[src/rtl/completion_collector_pkg.sv]
// Shared definitions for the completion collector: default sizing, the
// completion record type and the round-robin index helper.
package completion_collector_pkg;

    localparam int DEF_INST_ID_BITS = 6;
    localparam int DEF_FU_COUNT     = 4;
    localparam int DEF_FUC_BITS     = 2;
    localparam int DEF_FIFO_DEPTH   = 4;

    // One completion as seen by the ROB: which instruction, which unit.
    typedef struct packed {
        logic [DEF_INST_ID_BITS-1:0] inst_id;
        logic [DEF_FUC_BITS-1:0]     fu;
    } cpl_entry_t;

    // Wrap an index that may run at most one lap past the FU count.
    function automatic int rr_wrap(input int idx, input int count);
        return (idx >= count) ? (idx - count) : idx;
    endfunction

endpackage

[src/rtl/completion_collector_cpl_fifo.sv]
// Per-FU completion queue. Pointers carry one extra wrap bit so that full and
// empty are distinguishable without a separate occupancy register. Pushes to a
// full queue are ignored here; the parent flags them as overflow. Flush wins
// over a same-cycle push or pop.
module cpl_fifo
    import completion_collector_pkg::*;
#(
    parameter int  WIDTH = DEF_INST_ID_BITS,
    parameter int  DEPTH = DEF_FIFO_DEPTH,
    localparam int AW    = $clog2(DEPTH)
) (
    input  logic             clk,
    input  logic             rst,
    input  logic             push,
    input  logic [WIDTH-1:0] push_data,
    input  logic             pop,
    input  logic             flush,
    output logic             full,
    output logic             empty,
    output logic [WIDTH-1:0] head,
    output logic [AW:0]      count
);

    logic [AW:0]      wr_ptr;
    logic [AW:0]      rd_ptr;
    logic [WIDTH-1:0] mem [DEPTH];
    logic             do_push;
    logic             do_pop;

    assign full    = (wr_ptr[AW] != rd_ptr[AW]) && (wr_ptr[AW-1:0] == rd_ptr[AW-1:0]);
    assign empty   = (wr_ptr == rd_ptr);
    assign count   = wr_ptr - rd_ptr;
    assign head    = mem[rd_ptr[AW-1:0]];
    assign do_push = push && !full && !flush;
    assign do_pop  = pop && !empty && !flush;

    // Pointer update; reset and flush both return the queue to empty.
    always_ff @(posedge clk or negedge rst) begin
        if (!rst) begin
            wr_ptr <= '0;
            rd_ptr <= '0;
        end else if (flush) begin
            wr_ptr <= '0;
            rd_ptr <= '0;
        end else begin
            if (do_push) wr_ptr <= wr_ptr + (AW+1)'(1);
            if (do_pop)  rd_ptr <= rd_ptr + (AW+1)'(1);
        end
    end

    // Entry storage; contents are only meaningful between the pointers.
    always_ff @(posedge clk) begin
        if (do_push) mem[wr_ptr[AW-1:0]] <= push_data;
    end

endmodule

[src/rtl/completion_collector.sv]
// Collects completion pulses from several functional units into per-FU
// queues and offers them one at a time to the ROB in round-robin order.
// Once an offer is stalled its grant is locked so the ROB sees a stable
// ID/FU pair until it accepts. All outputs derive from registered state, so a
// pushed entry is never offered in the cycle it arrives.
module completion_collector
    import completion_collector_pkg::*;
#(
    parameter int  INST_ID_BITS = DEF_INST_ID_BITS,
    parameter int  FU_COUNT     = DEF_FU_COUNT,
    parameter int  FUC_BITS     = DEF_FUC_BITS,
    parameter int  FIFO_DEPTH   = DEF_FIFO_DEPTH,
    localparam int PCW          = $clog2(FU_COUNT*FIFO_DEPTH+1),
    localparam int CW           = $clog2(FIFO_DEPTH)+1
) (
    input  logic                                 clk,
    input  logic                                 rst,
    input  logic [FU_COUNT-1:0]                  fu_out_inst_valid,
    input  logic [FU_COUNT-1:0][INST_ID_BITS-1:0] fu_out_inst_ids,
    output logic [FU_COUNT-1:0]                  fu_cpl_ready,
    input  logic                                 flush,
    output logic                                 cpl_valid,
    input  logic                                 cpl_ready,
    output logic [INST_ID_BITS-1:0]              cpl_inst_id,
    output logic [FUC_BITS-1:0]                  cpl_fu,
    output logic [PCW-1:0]                       pending_count,
    output logic                                 overflow_err
);

    logic [FU_COUNT-1:0]     fifo_full;
    logic [FU_COUNT-1:0]     fifo_empty;
    logic [FU_COUNT-1:0]     fifo_pop;
    logic [INST_ID_BITS-1:0] fifo_head  [FU_COUNT];
    logic [CW-1:0]           fifo_count [FU_COUNT];

    logic [FUC_BITS-1:0]     rr_ptr;
    logic [FUC_BITS-1:0]     lock_fu;
    logic                    lock;
    logic [FUC_BITS-1:0]     search_fu;
    logic                    search_hit;
    logic [FUC_BITS-1:0]     grant_fu;
    logic                    accept;
    logic [PCW-1:0]          push_total;
    logic [FU_COUNT-1:0]     push_drop;
    logic [PCW-1:0]          count_sum;

    for (genvar i = 0; i < FU_COUNT; i++) begin : g_fifo
        assign fifo_pop[i] = accept && (int'(grant_fu) == i);

        cpl_fifo #(
            .WIDTH (INST_ID_BITS),
            .DEPTH (FIFO_DEPTH)
        ) u_fifo (
            .clk       (clk),
            .rst       (rst),
            .push      (fu_out_inst_valid[i]),
            .push_data (fu_out_inst_ids[i]),
            .pop       (fifo_pop[i]),
            .flush     (flush),
            .full      (fifo_full[i]),
            .empty     (fifo_empty[i]),
            .head      (fifo_head[i]),
            .count     (fifo_count[i])
        );
    end

    // Ready reflects the registered full flag only; a pop this cycle does
    // not reopen the slot until the next cycle.
    assign fu_cpl_ready = ~fifo_full;

    // First non-empty queue at or after rr_ptr, wrapping around.
    always_comb begin
        int idx;
        idx        = 0;
        search_hit = 1'b0;
        search_fu  = '0;
        for (int off = 0; off < FU_COUNT; off++) begin
            idx = rr_wrap(int'(rr_ptr) + off, FU_COUNT);
            if (!search_hit && !fifo_empty[idx]) begin
                search_hit = 1'b1;
                search_fu  = FUC_BITS'(idx);
            end
        end
    end

    // A locked queue cannot drain behind our back (only the grant pops), so
    // the lock always points at a non-empty queue.
    assign grant_fu    = lock ? lock_fu : search_fu;
    assign cpl_valid   = search_hit;
    assign cpl_fu      = grant_fu;
    assign cpl_inst_id = fifo_head[grant_fu];
    assign accept      = cpl_valid && cpl_ready;

    // Count the pushes that land and spot the ones that hit a full queue.
    always_comb begin
        push_total = '0;
        push_drop  = '0;
        for (int i = 0; i < FU_COUNT; i++) begin
            if (fu_out_inst_valid[i]) begin
                if (fifo_full[i]) push_drop[i] = 1'b1;
                else              push_total   = push_total + PCW'(1);
            end
        end
    end

    // Arbitration state and the running occupancy total.
    always_ff @(posedge clk or negedge rst) begin
        if (!rst) begin
            rr_ptr        <= '0;
            lock          <= 1'b0;
            lock_fu       <= '0;
            pending_count <= '0;
        end else if (flush) begin
            rr_ptr        <= '0;
            lock          <= 1'b0;
            pending_count <= '0;
        end else begin
            pending_count <= pending_count + push_total - PCW'(accept);
            if (accept) begin
                lock   <= 1'b0;
                rr_ptr <= FUC_BITS'(rr_wrap(int'(grant_fu) + 1, FU_COUNT));
            end else if (cpl_valid) begin
                lock    <= 1'b1;
                lock_fu <= grant_fu;
            end
        end
    end

    // Sticky overflow; a dropped completion is lost work, so only reset
    // clears it and flush leaves it alone.
    always_ff @(posedge clk or negedge rst) begin
        if (!rst)            overflow_err <= 1'b0;
        else if (|push_drop) overflow_err <= 1'b1;
    end

    // Sum of the per-queue occupancies, used to cross-check pending_count.
    always_comb begin
        count_sum = '0;
        for (int i = 0; i < FU_COUNT; i++) begin
            count_sum = count_sum + PCW'(fifo_count[i]);
        end
    end

    pending_matches_queues: assert property (
        @(posedge clk) disable iff (!rst) pending_count == count_sum
    );

endmodule

[config.mk]
export PLATFORM = sky130hd
export DESIGN_NAME = completion_collector
export DESIGN_NICKNAME = d
export VERILOG_FILES = /design/src/rtl/completion_collector_pkg.sv /design/src/rtl/completion_collector_cpl_fifo.sv /design/src/rtl/completion_collector.sv
export SDC_FILE = /design/constraint.sdc
export NUM_CORES = 1
export LEC_CHECK = 0
export CORE_MARGIN = 2
export CORE_UTILIZATION = 58
export CTS_BUF_LIST = sky130_fd_sc_hd__clkbuf_16
export CTS_CLUSTER_SIZE = 12
export DETAILED_ROUTE_END_ITERATION = 8
export PLACE_DENSITY = 0.8
export SETUP_SLACK_MARGIN = 0.4
export SLEW_MARGIN = 0
export SYNTH_ARGS = -nofsm -noshare
export SYNTH_HDL_FRONTEND = slang
export SYNTH_SLANG_ARGS = --single-unit
[constraint.sdc]
create_clock -name clk -period 5 [get_ports clk]
set_clock_uncertainty 0.2 [all_clocks]
set_input_delay 0.75 -clock clk [delete_from_list [all_inputs] [get_ports clk]]
set_output_delay 0.75 -clock clk [all_outputs]
set_load 0.02 [all_outputs]
Word-level counts from Yosys, hierarchy flattened. Memories as Yosys holds them, arrays and structs flattened. Cells that the tools add are included.

Register bits after elaboration: 35. Bits in writable memories: 96. Memories: 4.

Memories: g_fifo[0].u_fifo.mem (words 4, bits a word 6, read ports 1, clocked after Yosys merged registers in 0, write ports 1, RTL line completion_collector_cpl_fifo.sv:26) `logic [WIDTH-1:0] mem [DEPTH];`; g_fifo[1].u_fifo.mem (words 4, bits a word 6, read ports 1, clocked after Yosys merged registers in 0, write ports 1, RTL line completion_collector_cpl_fifo.sv:26); g_fifo[2].u_fifo.mem (words 4, bits a word 6, read ports 1, clocked after Yosys merged registers in 0, write ports 1, RTL line completion_collector_cpl_fifo.sv:26); g_fifo[3].u_fifo.mem (words 4, bits a word 6, read ports 1, clocked after Yosys merged registers in 0, write ports 1, RTL line completion_collector_cpl_fifo.sv:26).

$add $sub $neg: 22. $lt $le $gt $ge: 10. Equality and inequality tests: 15. Mux-type cells: 75. Bitwise operators: 4. Reductions and logical operators: 55.

Operators with widths (number): < comparator 32 x 4 -> 1 bit, second input constant (4); 2-to-1 mux 32 bit (4); 2-to-1 mux 3 bit (16); 2-to-1 mux 5 bit (7); 2-to-1 mux 1 bit (33); logical AND 1 bit (28); adder 3 x 1 -> 3 bit, second input constant (8); nonzero test 2 bit (9); 2-to-1 mux 2 bit (8); adder 5 x 1 -> 5 bit, second input constant (3); >= comparator 3 bit, second input constant (5); zero test 1 bit (14); binary-select mux 6 bit (select 2 bit) (1); == test 3 bit (4); 2-to-1 mux 6 bit (2); subtractor 3 x 3 -> 4 bit, second input constant (3); binary-select mux 1 bit (select 2 bit) (4); == test 2 bit (4); adder 2 x 1 -> 3 bit, second input constant (2); adder 2 x 2 -> 3 bit, second input constant (2); adder 5 bit (1); subtractor 5 x 1 -> 5 bit (1); == test 2 bit, second input constant (2); inequality test 1 bit (4); 11 further kinds (12).

Depth between registers and ports, before layout.
Depth after elaboration: 22. Mapped depth: 20.

Cells and area by module. A second synthesis with hierarchy kept.

Cells, all modules: 520. Area, all modules: 6931.6 µm².

By module, submodules not included: cpl_fifo at g_fifo[1].u_fifo ... (instances 3, cells each 95, area each 1426.4 µm², seq. area each 870.8 µm²); cpl_fifo at g_fifo[0].u_fifo (instances 1, cells each 95, area each 1427.6 µm², seq. area each 870.8 µm²); completion_collector (instances 1, cells each 140, area each 1224.9 µm², seq. area each 275.3 µm²).

Worst setup path before layout. Ideal clock, no wire load.

Path kind: reg-to-reg. From: register g_fifo[0].u_fifo.rd_ptr[0]. To: register pending_count[4]. Data arrival time: 3997 ps. Required time: 4668 ps. Setup slack: 671 ps. Cell stages (with the launch flop): 20. Path buffers: 1. Period minus slack after synthesis: 4329 ps. Path through: dfrtp_1 > buf_4 > xnor2_1 > nand3b_1 > nand2_1 > inv_1 > ha_1 > a21oi_1 > inv_1 > ha_1 > mux2_2 > ha_1 > mux2i_1 > ha_1 > inv_1 > fa_1 > a21o_1 > a21oi_1 > xnor2_1 > nor2_1.

Word-level cells in the longest chain between the ends: 16. Elaborated cells on any way between the ends: 42. Those cells by class: add/sub (5); eq/ne (2); mux (25); reduce/logical (10).

Ends and longest elaborated chain: from (decl) (RTL line completion_collector_cpl_fifo.sv:25) `logic [AW:0] rd_ptr;`; from (signal assigned) (RTL line completion_collector_cpl_fifo.sv:47) `if (do_pop) rd_ptr <= rd_ptr + (AW+1)'(1);`; == test 2 bit / == test 3 bit (equally long branches) (RTL line completion_collector_cpl_fifo.sv:30, completion_collector_cpl_fifo.sv:31); logical AND 1 bit / binary-select mux 1 bit (select 2 bit) (equally long branches) (RTL line completion_collector_cpl_fifo.sv:30, completion_collector.sv:79); 2-to-1 mux 1 bit (on tied branches) (RTL line completion_collector.sv:100, completion_collector.sv:79); 2-to-1 mux 1 bit (on tied branches) (RTL line completion_collector.sv:99, completion_collector.sv:79); adder 5 x 1 -> 5 bit / zero test 1 bit (equally long branches) (RTL line completion_collector.sv:101, completion_collector.sv:79); 2-to-1 mux 5 bit / logical AND 1 bit (equally long branches) (RTL line completion_collector.sv:100, completion_collector.sv:79); 2-to-1 mux 5 bit / 2-to-1 mux 1 bit (equally long branches) (RTL line completion_collector.sv:99, completion_collector.sv:79); adder 5 x 1 -> 5 bit / zero test 1 bit (equally long branches) (RTL line completion_collector.sv:101, completion_collector.sv:79); 2-to-1 mux 5 bit / logical AND 1 bit (equally long branches) (RTL line completion_collector.sv:100, completion_collector.sv:79); 2-to-1 mux 5 bit / 2-to-1 mux 1 bit (equally long branches) (RTL line completion_collector.sv:99, completion_collector.sv:79); adder 5 x 1 -> 5 bit / zero test 1 bit (equally long branches) (RTL line completion_collector.sv:101, completion_collector.sv:79); 2-to-1 mux 5 bit / logical AND 1 bit (equally long branches) (RTL line completion_collector.sv:100, completion_collector.sv:79); 2-to-1 mux 5 bit / 2-to-1 mux 1 bit (equally long branches) (RTL line completion_collector.sv:99, completion_collector.sv:79); adder 5 bit / logical AND 1 bit (equally long branches) (RTL line completion_collector.sv:118, completion_collector.sv:92); subtractor 5 x 1 -> 5 bit * (RTL line completion_collector.sv:118) `pending_count <= pending_count + push_total - PCW'(accept);`; 2-to-1 mux 5 bit * (RTL line completion_collector.sv:113) `end else if (flush) begin`; to (signal assigned) (RTL line completion_collector.sv:118); to (decl) (RTL line completion_collector.sv:26) `output logic [PCW-1:0] pending_count,`.

Every way passes the cells marked *; elsewhere a longest branch is shown, timed or not. The select of a mux whose other input is x is not followed. A chain may end at the register's enable or synchronous reset.

Worst setup path in the final report.
From: register g_fifo[1].u_fifo.rd_ptr[1]. To: output cpl_inst_id[4].

Word-level cells in the longest chain between the ends: 18. Elaborated cells on any way between the ends: 34. Those cells by class: eq/ne (1); mux (23); bitwise (1); reduce/logical (8); memory (1).

Ends and longest elaborated chain: from (decl) (RTL line completion_collector_cpl_fifo.sv:25); from (signal assigned) (RTL line completion_collector_cpl_fifo.sv:47); == test 3 bit (RTL line completion_collector_cpl_fifo.sv:31) `assign empty = (wr_ptr == rd_ptr);`; binary-select mux 1 bit (select 2 bit) (RTL line completion_collector.sv:79) `if (!search_hit && !fifo_empty[idx]) begin`; 2-to-1 mux 1 bit (implied by the code) (2 in series) (RTL line completion_collector.sv:79); zero test 1 bit (RTL line completion_collector.sv:79); logical AND 1 bit (RTL line completion_collector.sv:79); 2-to-1 mux 1 bit (RTL line completion_collector.sv:79); zero test 1 bit (RTL line completion_collector.sv:79); logical AND 1 bit (RTL line completion_collector.sv:79); 2-to-1 mux 1 bit (RTL line completion_collector.sv:79); zero test 1 bit (RTL line completion_collector.sv:79); logical AND 1 bit (RTL line completion_collector.sv:79); 2-to-1 mux 2 bit (RTL line completion_collector.sv:79); 2-to-1 mux 2 bit (RTL line completion_collector.sv:88) `assign grant_fu = lock ? lock_fu : search_fu;`; inverter 2 -> 3 bit (implied by the code) (RTL line completion_collector.sv:91) `assign cpl_inst_id = fifo_head[grant_fu];`; binary-select mux 6 bit (select 2 bit) * (RTL line completion_collector.sv:91); 2-to-1 mux 6 bit (implied by the code) * (2 in series) (RTL line completion_collector.sv:91); to (decl) (RTL line completion_collector.sv:24) `output logic [INST_ID_BITS-1:0] cpl_inst_id,`.

Marks and branches as above.

==> results.md <==
* Run status: complete, no violations
* Worst Reg-to-Reg Cells at 18
* Avg Inst Size Synth at 14.6 sq um
* Worst EP required at 4.05 ns
* Final period util at 0.868
* WL per Instance at 18.3 um
* Synth Instances at 427
* Final hold slack at 0.237 ns
* Die Ht at 108 um
* CP arrival at 3.39 ns
* Comb power frac at 0.263
* Die width at 108 um
* Total grt overflow at 0
* Clock transition at path regs at 0.06 ns
* Hold-fix buffers, CTS at 0
* Commonest non-fill, non-tap cell in the layout: edfxtp_1
* First-pass GRT wire length at 18,700 um
* Max_cap viols at 0
* Final Hold Viols at 0
* Max Clk Rate at 230 MHz
* CTS Sinks at 131
* Final setup viols at 0
* Net Switching at 1.00 mW
* Min-Delay Path Class: input pin to async pin
* DRT Pass-1 Iters at 5
* Internal power at 2.46 mW
* I/O pin cnt at 51
* All-Layer GR Usage at 0.220
* RSZ-0062 raised after global routing: yes
* # nets final at 555
* WS Path Type: flip-flop to output port
* Synth-to-layout area growth at 20.1%
* Synthesized cell area at 6220 sq um
* DR vias/cell at 5.55
* Clk pwr share at 0.364
* Starting Density at 0.600
* H-tree depth at 4
* Post-CTS setup buffers at 0
* Hpwl dp at 7920 um
* Routed Antenna Nets at 0
* Final wirelength at 11,600 um
* CTS root buffer: clkbuf_16
* Syn nets at 495
* N_diodes at 0
* Cts bufs inserted at 17
* Die area at 11,600 sq um
* Via count at 3,532
* IO Port Bufs at 50
* Slew @ Worst Pin at 0.812 ns
* Final Slew Violations at 0
* Headroom to the max-slew limit at 0.459
* Layout cells sized above 1 at 0.156
* Seq/Total Area, Yosys at 0.604
* Seq pwr share at 0.373
* Initial antenna violation count at 0
* Critical Path Start: g_fifo[1].u_fifo.rd_ptr[1]
* Largest net degree at the start of global routing at 36
* Startpoint type of the worst setup path: flip-flop
* Worst-path fanout max at 9
* Most frequent cells in the layout: edfxtp_1, clkdlybuf4s50_1, nor2_1
* Site Rows at 37
* Clock Latency Late Sink at 0.41 ns
* CTS tree: done
* 1st-iter DRT viols at 238
* Switching Share at 0.289
* Clk buf depth at 2
* Cell leakage power at 2.90 nW
* Critical path endpoint category: output port
* Netlist cell types at 43
* RR Startpoint: g_fifo[0].u_fifo.rd_ptr[1]
* Flops & latches, synth at 131
* Min Tclk post-route at 4.34 ns
* Pwr dens at 463 nW/um^2
* Worst VDD drop at 0.288 mV
* DRC viols at 0
* Vias in the first global route at 3,664
* YS warnings at 0
* Core Area at 10,400 sq um
* Gpl congestion at 0.818
* Setup TNS at 0 ns
[sequential cells by signal (all words and copies together) (netlist names)]
register              count
lock                      1
overflow_err              1
g_fifo.u_fifo.rd_ptr     12
g_fifo.u_fifo.wr_ptr     12
pending_count             5
rr_ptr                    2
g_fifo.u_fifo.mem        96
lock_fu                   2
[logic make-up (layout without fill, tap and decap cells)]
logic type	Yosys count	in the layout	share of synthesized area
xor gates and xnor gates	35	35	0.0517
muxes	48	48	0.126
adders and majority gates	36	36	0.0736
DFF	131	131	0.604
AOI/OAI and AO/OA	26	26	0.0284
buffers and inverters	42	115	0.0320
and+or+nand+nor	109	109	0.0843
[Yosys cell counts]
library cell	n	area, sq um
nand3_1	4	20.0
xnor2_2	2	32.5
nor2b_1	2	12.5
nand3b_1	3	22.5
and3_1	2	12.5
edfxtp_1	96	2880
o211a_2	1	10.0
inv_1	25	93.8
or3_1	1	6.26
a21o_1	3	22.5
buf_2	3	15.0
nand2_1	28	105
dfrtp_1	35	876
a32oi_1	1	8.76
nand2b_1	1	6.26
buf_1	1	3.75
a31oi_1	1	6.26
nor3_2	1	10.0
ha_1	35	438
nor3_4	1	16.3
buf_4	4	30.0
nor2_1	41	154
and3b_1	1	8.76
o22ai_1	2	12.5
clkbuf_1	5	18.8
mux2i_1	23	230
o31ai_4	1	21.3
mux4_2	24	541
inv_2	1	3.75
o21ai_2	1	8.76
xor2_1	17	149
and2_1	20	125
fa_1	1	20.0
o21ai_0	4	20.0
buf_6	3	33.8
a21oi_1	10	50.1
nand4_1	2	12.5
nor3_1	1	5.00
xnor2_1	16	140
nor3b_1	1	7.51
mux2_2	1	11.3
a211o_1	1	8.76
a211oi_1	1	7.51
[metrics by stage]
step	std cells	setup WS, ns	total power [mW]	util	cell area (sq um)
after CTS	636	0.504	3.47	0.718	7440
after detailed placement	604	0.330	2.21	0.659	6840
after global placement	604	0.422	2.19	0.659	6840
final	636	0.661	3.46	0.721	7470
after global routing	636	0.390	3.63	0.721	7470
after floorplan	427	0.671	1.92	-	6220
[power groups by stage]
stage | combinational [mW] | clock, mW | sequential, mW
final | 0.911 | 1.26 | 1.29
after global routing | 1.01 | 1.32 | 1.30
after CTS | 0.914 | 1.27 | 1.29
after detailed placement | 0.903 | 0 | 1.31
after global placement | 0.889 | 0 | 1.30
after floorplan | 0.611 | 0 | 1.31
[layout make-up]
class / count / area (sq um)
fillers: 704 / 2900
well taps: 136 / 170
multi-input cells: 254 / 2290
clock buffers: 17 / 425
repair buffers: 57 / 548
flip-flops and latches: 131 / 3760
inverters: 26 / 97.6
clock inverters: 15 / 181
[worst max-delay path: stages, from the launching register on]
cell             delay, ns
dfrtp_1               0.60
xor2_1                0.18
nor3_2                0.35
nor3b_1               0.24
nor2_1                0.08
a32oi_2               0.38
inv_2                 0.21
mux2i_1               0.28
clkdlybuf4s50_1       0.65
[worst paths after layout]
path,slack [ns],end
max,0.66,cpl_inst_id[4]
min,0.24,g_fifo[1].u_fifo.wr_ptr[1]
max reg2reg,0.71,pending_count[4]
min reg2reg,0.28,overflow_err
max in group asynchronous,3.80,g_fifo[0].u_fifo.rd_ptr[1]
min in group clk,0.28,overflow_err
[metal layers]
metal,up-vias,share of wire,track usage
met5,-,0,0
met1,1783,0.44,0.297
li1,1657,-,-
met4,0,0.013,0.0714
met2,80,0.50,0.356
met3,12,0.042,0.0515
[repair_timing]
item / in CTS / in global routing
endpoints found under the setup margin: 0 / 5
hold endpoints to repair: 0 / 0
resized for setup: 0 / 6
No activity file was read; power rests on OpenSTA's default activity.
